<file path="src/rtl/pcm_tdm_serializer.sv">
// Purpose : buffers PCM frames in a small FIFO and serialises them as an I2S or
//           left-justified TDM stream with a divided bit clock and LR frame sync.
// Latency : a frame accepted during frame N is transmitted in frame N+1 at the earliest.
// Backpressure: frame_ready drops while the FIFO holds FIFO_DEPTH frames.
// Ports   : clk, rst_active_high (sync, active-high); frame_data/frame_valid/frame_ready
//           (push side); mute (sampled at frame load); serial_data_out, bit_clock_out,
//           LR_select (DAC side); underrun (one-clk pulse); fifo_level (queued frames).
module pcm_tdm_serializer #(
  parameter int SAMPLE_W   = 16,
  parameter int SLOT_W     = 16,
  parameter int CHANNELS   = 2,
  parameter int BCLK_DIV   = 4,
  parameter int FIFO_DEPTH = 4,
  parameter int FORMAT     = 0
) (
  input  logic                               clk,
  input  logic                               rst_active_high,
  input  logic [CHANNELS*SAMPLE_W-1:0]       frame_data,
  input  logic                               frame_valid,
  output logic                               frame_ready,
  input  logic                               mute,
  output logic                               serial_data_out,
  output logic                               bit_clock_out,
  output logic                               LR_select,
  output logic                               underrun,
  output logic [$clog2(FIFO_DEPTH+1)-1:0]    fifo_level
);

  localparam int DW    = CHANNELS * SAMPLE_W;
  localparam int FRAME = CHANNELS * SLOT_W;
  localparam int HALF  = BCLK_DIV / 2;
  localparam int DCW   = (HALF > 1) ? $clog2(HALF) : 1;
  localparam int CW    = $clog2(FRAME);
  localparam int PW    = $clog2(FIFO_DEPTH);
  localparam int LW    = $clog2(FIFO_DEPTH + 1);

  localparam logic [DCW-1:0] DIV_LAST = DCW'(HALF - 1);
  localparam logic [CW-1:0]  CNT_LAST = CW'(FRAME - 1);
  localparam logic [CW-1:0]  R_START  = CW'((CHANNELS / 2) * SLOT_W);
  localparam logic [LW-1:0]  LVL_FULL = LW'(FIFO_DEPTH);
  localparam bit             LJ_MODE  = (FORMAT == 1);

  logic [DCW-1:0]   div_cnt;
  logic [CW-1:0]    bit_cnt;
  logic             running;    // low until the first bit period of the silent frame 0
  logic [FRAME-1:0] sreg;       // current frame, left-justified, current period at MSB
  logic             lj_prev;    // left-justified bit of the previous period (I2S delay)
  logic [DW-1:0]    mem [FIFO_DEPTH];
  logic [PW-1:0]    wptr, rptr;
  logic [LW-1:0]    level, level_next;

  logic             half_tick, fall, frame_end, load, fifo_empty, push, pop, lj_bit;
  logic [CW-1:0]    next_cnt;
  logic [DW-1:0]    load_data;
  logic [FRAME-1:0] load_vec;

  assign half_tick  = (div_cnt == DIV_LAST);
  assign fall       = half_tick && bit_clock_out;
  assign frame_end  = !running || (bit_cnt == CNT_LAST);
  assign load       = fall && frame_end;
  assign fifo_empty = (level == '0);
  // Frame 0 after reset is silent: it neither pops nor reports underrun.
  assign pop        = load && running && !fifo_empty;
  assign push       = frame_valid && frame_ready;
  assign next_cnt   = frame_end ? '0 : bit_cnt + 1'b1;
  assign load_data  = (!running || fifo_empty || mute) ? '0 : mem[rptr];
  assign lj_bit     = load ? load_vec[FRAME-1] : sreg[FRAME-2];
  assign fifo_level = level;

  // Place channel s sample MSB-first at the start of slot s, zero padding behind it.
  always_comb begin
    load_vec = '0;
    for (int s = 0; s < CHANNELS; s++) begin
      for (int b = 0; b < SAMPLE_W; b++) begin
        load_vec[FRAME-1-s*SLOT_W-b] = load_data[s*SAMPLE_W+SAMPLE_W-1-b];
      end
    end
  end

  always_comb begin
    level_next = level;
    case ({push, pop})
      2'b10:   level_next = level + 1'b1;
      2'b01:   level_next = level - 1'b1;
      default: level_next = level;
    endcase
  end

  always_ff @(posedge clk) begin
    if (push) mem[wptr] <= frame_data;
  end

  always_ff @(posedge clk) begin
    if (rst_active_high) begin
      div_cnt         <= '0;
      bit_clock_out   <= 1'b0;
      bit_cnt         <= '0;
      running         <= 1'b0;
      sreg            <= '0;
      lj_prev         <= 1'b0;
      serial_data_out <= 1'b0;
      LR_select       <= 1'b0;
      underrun        <= 1'b0;
      wptr            <= '0;
      rptr            <= '0;
      level           <= '0;
      frame_ready     <= 1'b0;
    end else begin
      div_cnt  <= half_tick ? '0 : div_cnt + 1'b1;
      underrun <= load && running && fifo_empty;
      if (half_tick) bit_clock_out <= ~bit_clock_out;
      if (fall) begin
        bit_cnt   <= next_cnt;
        running   <= 1'b1;
        sreg      <= load ? load_vec : (sreg << 1);
        lj_prev   <= lj_bit;
        // I2S emits the previous period's bit, so the delay carries across frame wrap.
        serial_data_out <= LJ_MODE ? lj_bit : lj_prev;
        LR_select <= (next_cnt >= R_START);
      end
      if (push) wptr <= wptr + 1'b1;
      if (pop)  rptr <= rptr + 1'b1;
      level       <= level_next;
      frame_ready <= (level_next != LVL_FULL);
    end
  end

endmodule
</file>
<file path="config.mk">
export PLATFORM = sky130hd
export DESIGN_NAME = pcm_tdm_serializer
export DESIGN_NICKNAME = d
export VERILOG_FILES = /design/src/rtl/pcm_tdm_serializer.sv
export SDC_FILE = /design/constraint.sdc
export NUM_CORES = 1
export LEC_CHECK = 0
export CAP_MARGIN = 20
export CORE_ASPECT_RATIO = 1.5
export CORE_MARGIN = 4
export CORE_UTILIZATION = 60
export CTS_CLUSTER_SIZE = 25
export DETAILED_ROUTE_END_ITERATION = 8
export PLACE_DENSITY = 0.77
export SYNTH_ARGS = -nofsm -noshare
export SYNTH_HDL_FRONTEND = slang
export SYNTH_SLANG_ARGS = --single-unit
export TNS_END_PERCENT = 5
</file>
<file path="constraint.sdc">
create_clock -name clk -period 4.1 [get_ports clk]
set_input_delay 0.82 -clock clk [delete_from_list [all_inputs] [get_ports clk]]
set_output_delay 0.82 -clock clk [all_outputs]
set_load 0.01 [all_outputs]
</file>
Word level (Yosys, flattened, before mapping):

Memories as Yosys holds them, arrays and structs flattened. A register that Yosys moved wholly into a read port is not among the register bits.
Cells that the tools add are included.

* multiplexer cells: 9
* reduce and logical (&&, ||, !) cells: 13
* $add $sub $neg: 6
* magnitude comparators: 1
* equal/unequal tests: 4
* bitwise logic cells: 1

Operators with widths (count)
* two-way mux 32 bit: 1
* two-way mux 31 bit: 1
* logical AND 1 bit: 6
* one-hot mux 3 bit (2 select lines): 1
* adder 5 x 1 -> 5 bit, second input constant: 1
* == test 5 bit, second input constant: 1
* greater-or-equal comparator 5 bit, second input constant: 1
* two-way mux 5 bit: 1
* adder 2 x 1 -> 2 bit, second input constant: 2
* two-way mux 2 bit: 2
* adder 3 x 1 -> 3 bit, second input constant: 1
* zero test 3 bit: 1
* logical OR 1 bit: 3
* two-way mux 1 bit: 3
* inequality test 3 bit, second input constant: 1
* subtractor 3 x 1 -> 3 bit, second input constant: 1
* == test 2 x 1 -> 1 bit, second input constant: 1
* == test 2 bit, second input constant: 1
* zero test 1 bit: 2
* OR reduction 2 bit: 1
* adder 1 bit, second input constant: 1
* inverter 1 bit: 1

* bits in writable memories: 128
* output and inout port bits: 8
* memories kept: 1
* bits in registers: 51
* logic and storage cells: 48

Memories
* mem: words 4, bits a word 32, read ports 1, clocked after Yosys merged registers in 1, write ports 1, line 48 `logic [DW-1:0] mem [FIFO_DEPTH];`

Depth between registers and ports, before layout:

* word-level depth: 8
* gate-level depth with buffers: 12
* gate-level depth less buffers: 12

Worst setup path before layout:

No wires, ideal clock.

* path type: flip-flop to flip-flop
* from: register bit_cnt[0]
* to: register frame_ready
* path slack: 1713 ps
* buffers on the path: 0
* required time: 4029 ps
* setup time: 71 ps
* period minus slack after synthesis: 2387 ps
* arrival: 2316 ps
* stages on the path, launching flop included: 12
* cell sequence: dfxtp_1 -> ha_1 -> and3_1 -> ha_1 -> nand4_2 -> nor2_1 -> ha_1 -> inv_1 -> fa_1 -> nor2b_1 -> mux2_2 -> a21oi_1

* cells in the longest elaborated chain, start to end: 8

Ends and longest elaborated chain
* start, declared: line 44 `logic [CW-1:0] bit_cnt;`
* start signal, assigned: line 113 `bit_cnt <= next_cnt;`
* == test 5 bit *: line 59 `assign frame_end = !running || (bit_cnt == CNT_LAST);`
* logical OR 1 bit *: line 59
* logical AND 1 bit *: line 60 `assign load = fall && frame_end;`
* logical AND 1 bit * (2 in a row): line 63 `assign pop = load && running && !fifo_empty;`
* net pop: line 52 `logic half_tick, fall, frame_end, load, fifo_empty, push, pop, lj_bit;`
* == test 2 x 1 -> 1 bit / == test 2 bit (equally long branches): line 82 `case ({push, pop})`
* one-hot mux 3 bit (2 select lines) *: line 82
* inequality test 3 bit *: line 124 `frame_ready <= (level_next != LVL_FULL);`
* end signal, assigned: line 124
* end, declared: line 20 `output logic frame_ready,`

The timed path passes the listed nets; every way through them passes the cells marked *.
A chain may end at the register's enable or synchronous reset.

Worst setup path after layout:

Same ends and word-level chain as after synthesis.

==> metrics.md <==
| Metric | Value |
|---|---|
| Final Slew Violations | 0 |
| First-pass GRT wire length | 20500 µm |
| Largest net degree at the start of global routing | 53 |
| Io pins | 44 |
| Final instance area | 8080 µm² |
| Port Buffers | 43 |
| Static leakage | 0.00282 µW |
| HP Class | flip-flop to flip-flop |
| Syn Nets | 487 |
| EDFF count, synth | 128 |
| Wire per inst | 19.6 µm |
| DRT Pass-1 Iters | 4 |
| Synth Area per Inst | 15.7 µm² |
| CP startpoint kind | flip-flop |
| # resized after CTS | 0 |
| Worst-path clk slew | 0.06 ns |
| Post-route DRC | 0 |
| Cell area after synthesis | 6950 µm² |
| Post-synth top cells | edfxtp_1 (128), dfxtp_1 (52), a21oi_1 (38) |
| Worst Setup Path Type | flip-flop to flip-flop |
| Die W | 95.9 µm |
| Worst slew margin | 34.2% |
| Fillers | 686 |
| Fmax | 369 MHz |
| Post-synthesis sequential area ratio | 70.3% |
| Max-Cap Viols | 0 |
| Area delta synth->final | 16.3% |
| Vias per inst | 5.96 |
| Hold buffers post-CTS | 0 |
| Die Ht | 140 µm |
| P per Cell Area | 473 nW/µm² |
| Core area | 11200 µm² |
| Antenna violations before repair | 0 |
| Hold slack | 0.470 ns |
| Layout cells sized above 1 | 15.7% |
| Max FO, Critical Path | 5 |
| Layout Skew | 0.00695 ns |
| Synth Flop Type | edfxtp_1 |
| Initial Utilization | 62.2% |
| Worst Setup End Kind | flip-flop |
| Number of post-CTS setup repair buffers | 0 |
| H-Tree Depth | 4 |
| Final #Nets | 528 |
| Total Routed Length | 12600 µm |
| Status | finished, final reports clean |
| Main area contributors after synthesis | edfxtp_1 (55%), dfxtp_1 (15%), mux4_2 (10%) |
| Final ANT Viol Nets | 0 |
| HPWL after DPL | 7070 µm |
| GR Overflow Total | 0 |
| CP required | 4.43 ns |
| Routability Congestion | 0.786 |
| Vias in the first global route | 4059 |
| N_diodes | 0 |
| Synth unique cells | 31 |
| Crit path arrival time | 3.05 ns |
| Total Die Area | 13400 µm² |
| YS warnings | 0 |
| Standard-cell rows | 47 |
| Minimum period implied by the final worst setup slack | 2.71 ns |
| Final Hold Viols | 0 |
| DR vias | 3838 |
| Worst-margin pin slew | 0.987 ns |
| Clock Latency Late Sink | 0.42 ns |
| Gr usage total | 20.4% |
| Final Setup Violations | 0 |
| Worst vdd ir | 0.342 mV |
| Setup tns final | 0 ns |
| Root buffer cell | clkbuf_16 |
| Final critical-path share of the clock period | 66.2% |
| Post-DP Area | 7480 µm² |
| Synth top area share | 55.3% |
| CTS tree | done |
| Drt initial violations | 303 |
| Synth async-reset ratio | 0% |
| Yosys top cell by area | edfxtp_1 |
| Mapped Cells | 443 |
| Cts bufs inserted | 17 |
| RSZ-0062 raised after global routing | no |
| Clk sinks | 180 |
| Count leader, synth | edfxtp_1 |
| Register bit total from synthesis | 180 |
| CTS max path bufs | 2 |
==> metal layers <==
| metal | global-route usage [%] | part of all wire, % |
|---|---|---|
| met3 | 4.70 | 5.2 |
| met2 | 34.2 | 54 |
| met4 | 8.25 | 1.6 |
| met5 | 0 | 0 |
| met1 | 25.4 | 39 |
==> flip-flops by register name (all words and copies together), names as in the netlist, named ones only <==
| register | flops |
|---|---|
| mem | 128 |
| lj_prev | 1 |
| underrun | 1 |
| wptr | 2 |
| frame_ready | 1 |
| bit_clock_out | 1 |
| div_cnt | 1 |
| sreg | 31 |
| fifo_level | 3 |
| serial_data_out | 1 |
| rptr | 2 |
| bit_cnt | 4 |
| LR_select | 1 |
| running | 1 |
==> power by group <==
part	switching, µW	leakage [µW]	total (µW)	internal [µW]
Sequential	22.5	0.00159	2020	2000
Combinational	97.9	0.000936	186	87.7
Clock	666	0.000295	1610	949
==> path summary, 6_finish.rpt <==
kind                       endpoint  slack, ns                     from  depth (start not counted)
min reg2reg   sreg[26]$_SDFFE_PP0P_       0.47    sreg[26]$_SDFFE_PP0P_                          1
min           sreg[26]$_SDFFE_PP0P_       0.47    sreg[26]$_SDFFE_PP0P_                          1
max          frame_ready$_SDFF_PP0_       1.39  bit_cnt[0]$_SDFFE_PP0P_                         11
max reg2reg  frame_ready$_SDFF_PP0_       1.39  bit_cnt[0]$_SDFFE_PP0P_                         11
==> metrics by stage <==
stage | setup WS (ns) | util (%) | total power [µW] | instances
floorplan | 1.71 | - | 2160 | 443
global placement | 1.34 | 67.0 | 2230 | 612
detailed placement | 1.21 | 67.0 | 2240 | 612
CTS | 1.38 | 72.3 | 3840 | 644
global route | 1.18 | 72.3 | 3950 | 644
finish | 1.39 | 72.3 | 3820 | 644
==> cell usage in the layout, fill, tap and decap left out, types with 7 or more instances in the layout <==
cell             synthesis  layout
clkdlybuf4s50_1          0      42
o21a_1                  31      31
buf_4                    0       8
inv_1                   36      36
edfxtp_1               128     128
clkbuf_16                0      17
nor2_1                  16      16
dfxtp_1                 52      50
a21oi_1                 38      38
o22ai_1                 30      30
mux4_2                  32      32
ha_1                     7       7
==> worst max-delay path, stage by stage (launching register included) <==
cell	delay (ns)
dfxtp_1	0.38
ha_1	0.21
and3_1	0.17
ha_1	0.21
nand4_2	0.18
nor2_1	0.21
ha_1	0.21
inv_1	0.06
fa_1	0.42
nor2b_1	0.15
mux2_2	0.27
a21oi_1	0.16
==> kinds of logic (layout without fill, tap and decap cells) <==
family / after synthesis / in the layout / synth area share [%]
XOR/XNOR: 7 / 7 / 0.882
AND/OR/NAND/NOR: 46 / 46 / 3.44
flip-flops: 180 / 180 / 70.3
adder cells (fa/ha/maj): 8 / 8 / 1.55
multiplexers: 33 / 33 / 10.5
buffers and inverters: 65 / 119 / 3.94
AO/OA/AOI/OAI: 104 / 104 / 9.36
==> cell type report <==
| cell class | instances | area [µm²] | area share (%) |
|---|---|---|---|
| Clock buffer | 21 | 470 | 5.82 |
| Multi-Input combinational cell | 198 | 1790 | 22.2 |
| Clock inverter | 11 | 126 | 1.56 |
| Sequential cell | 180 | 4890 | 60.5 |
| Timing Repair Buffer | 51 | 485 | 6.01 |
| Inverter | 36 | 135 | 1.67 |
| Tap cell | 147 | 184 | 2.28 |
Power figures use the tool's default switching activity.
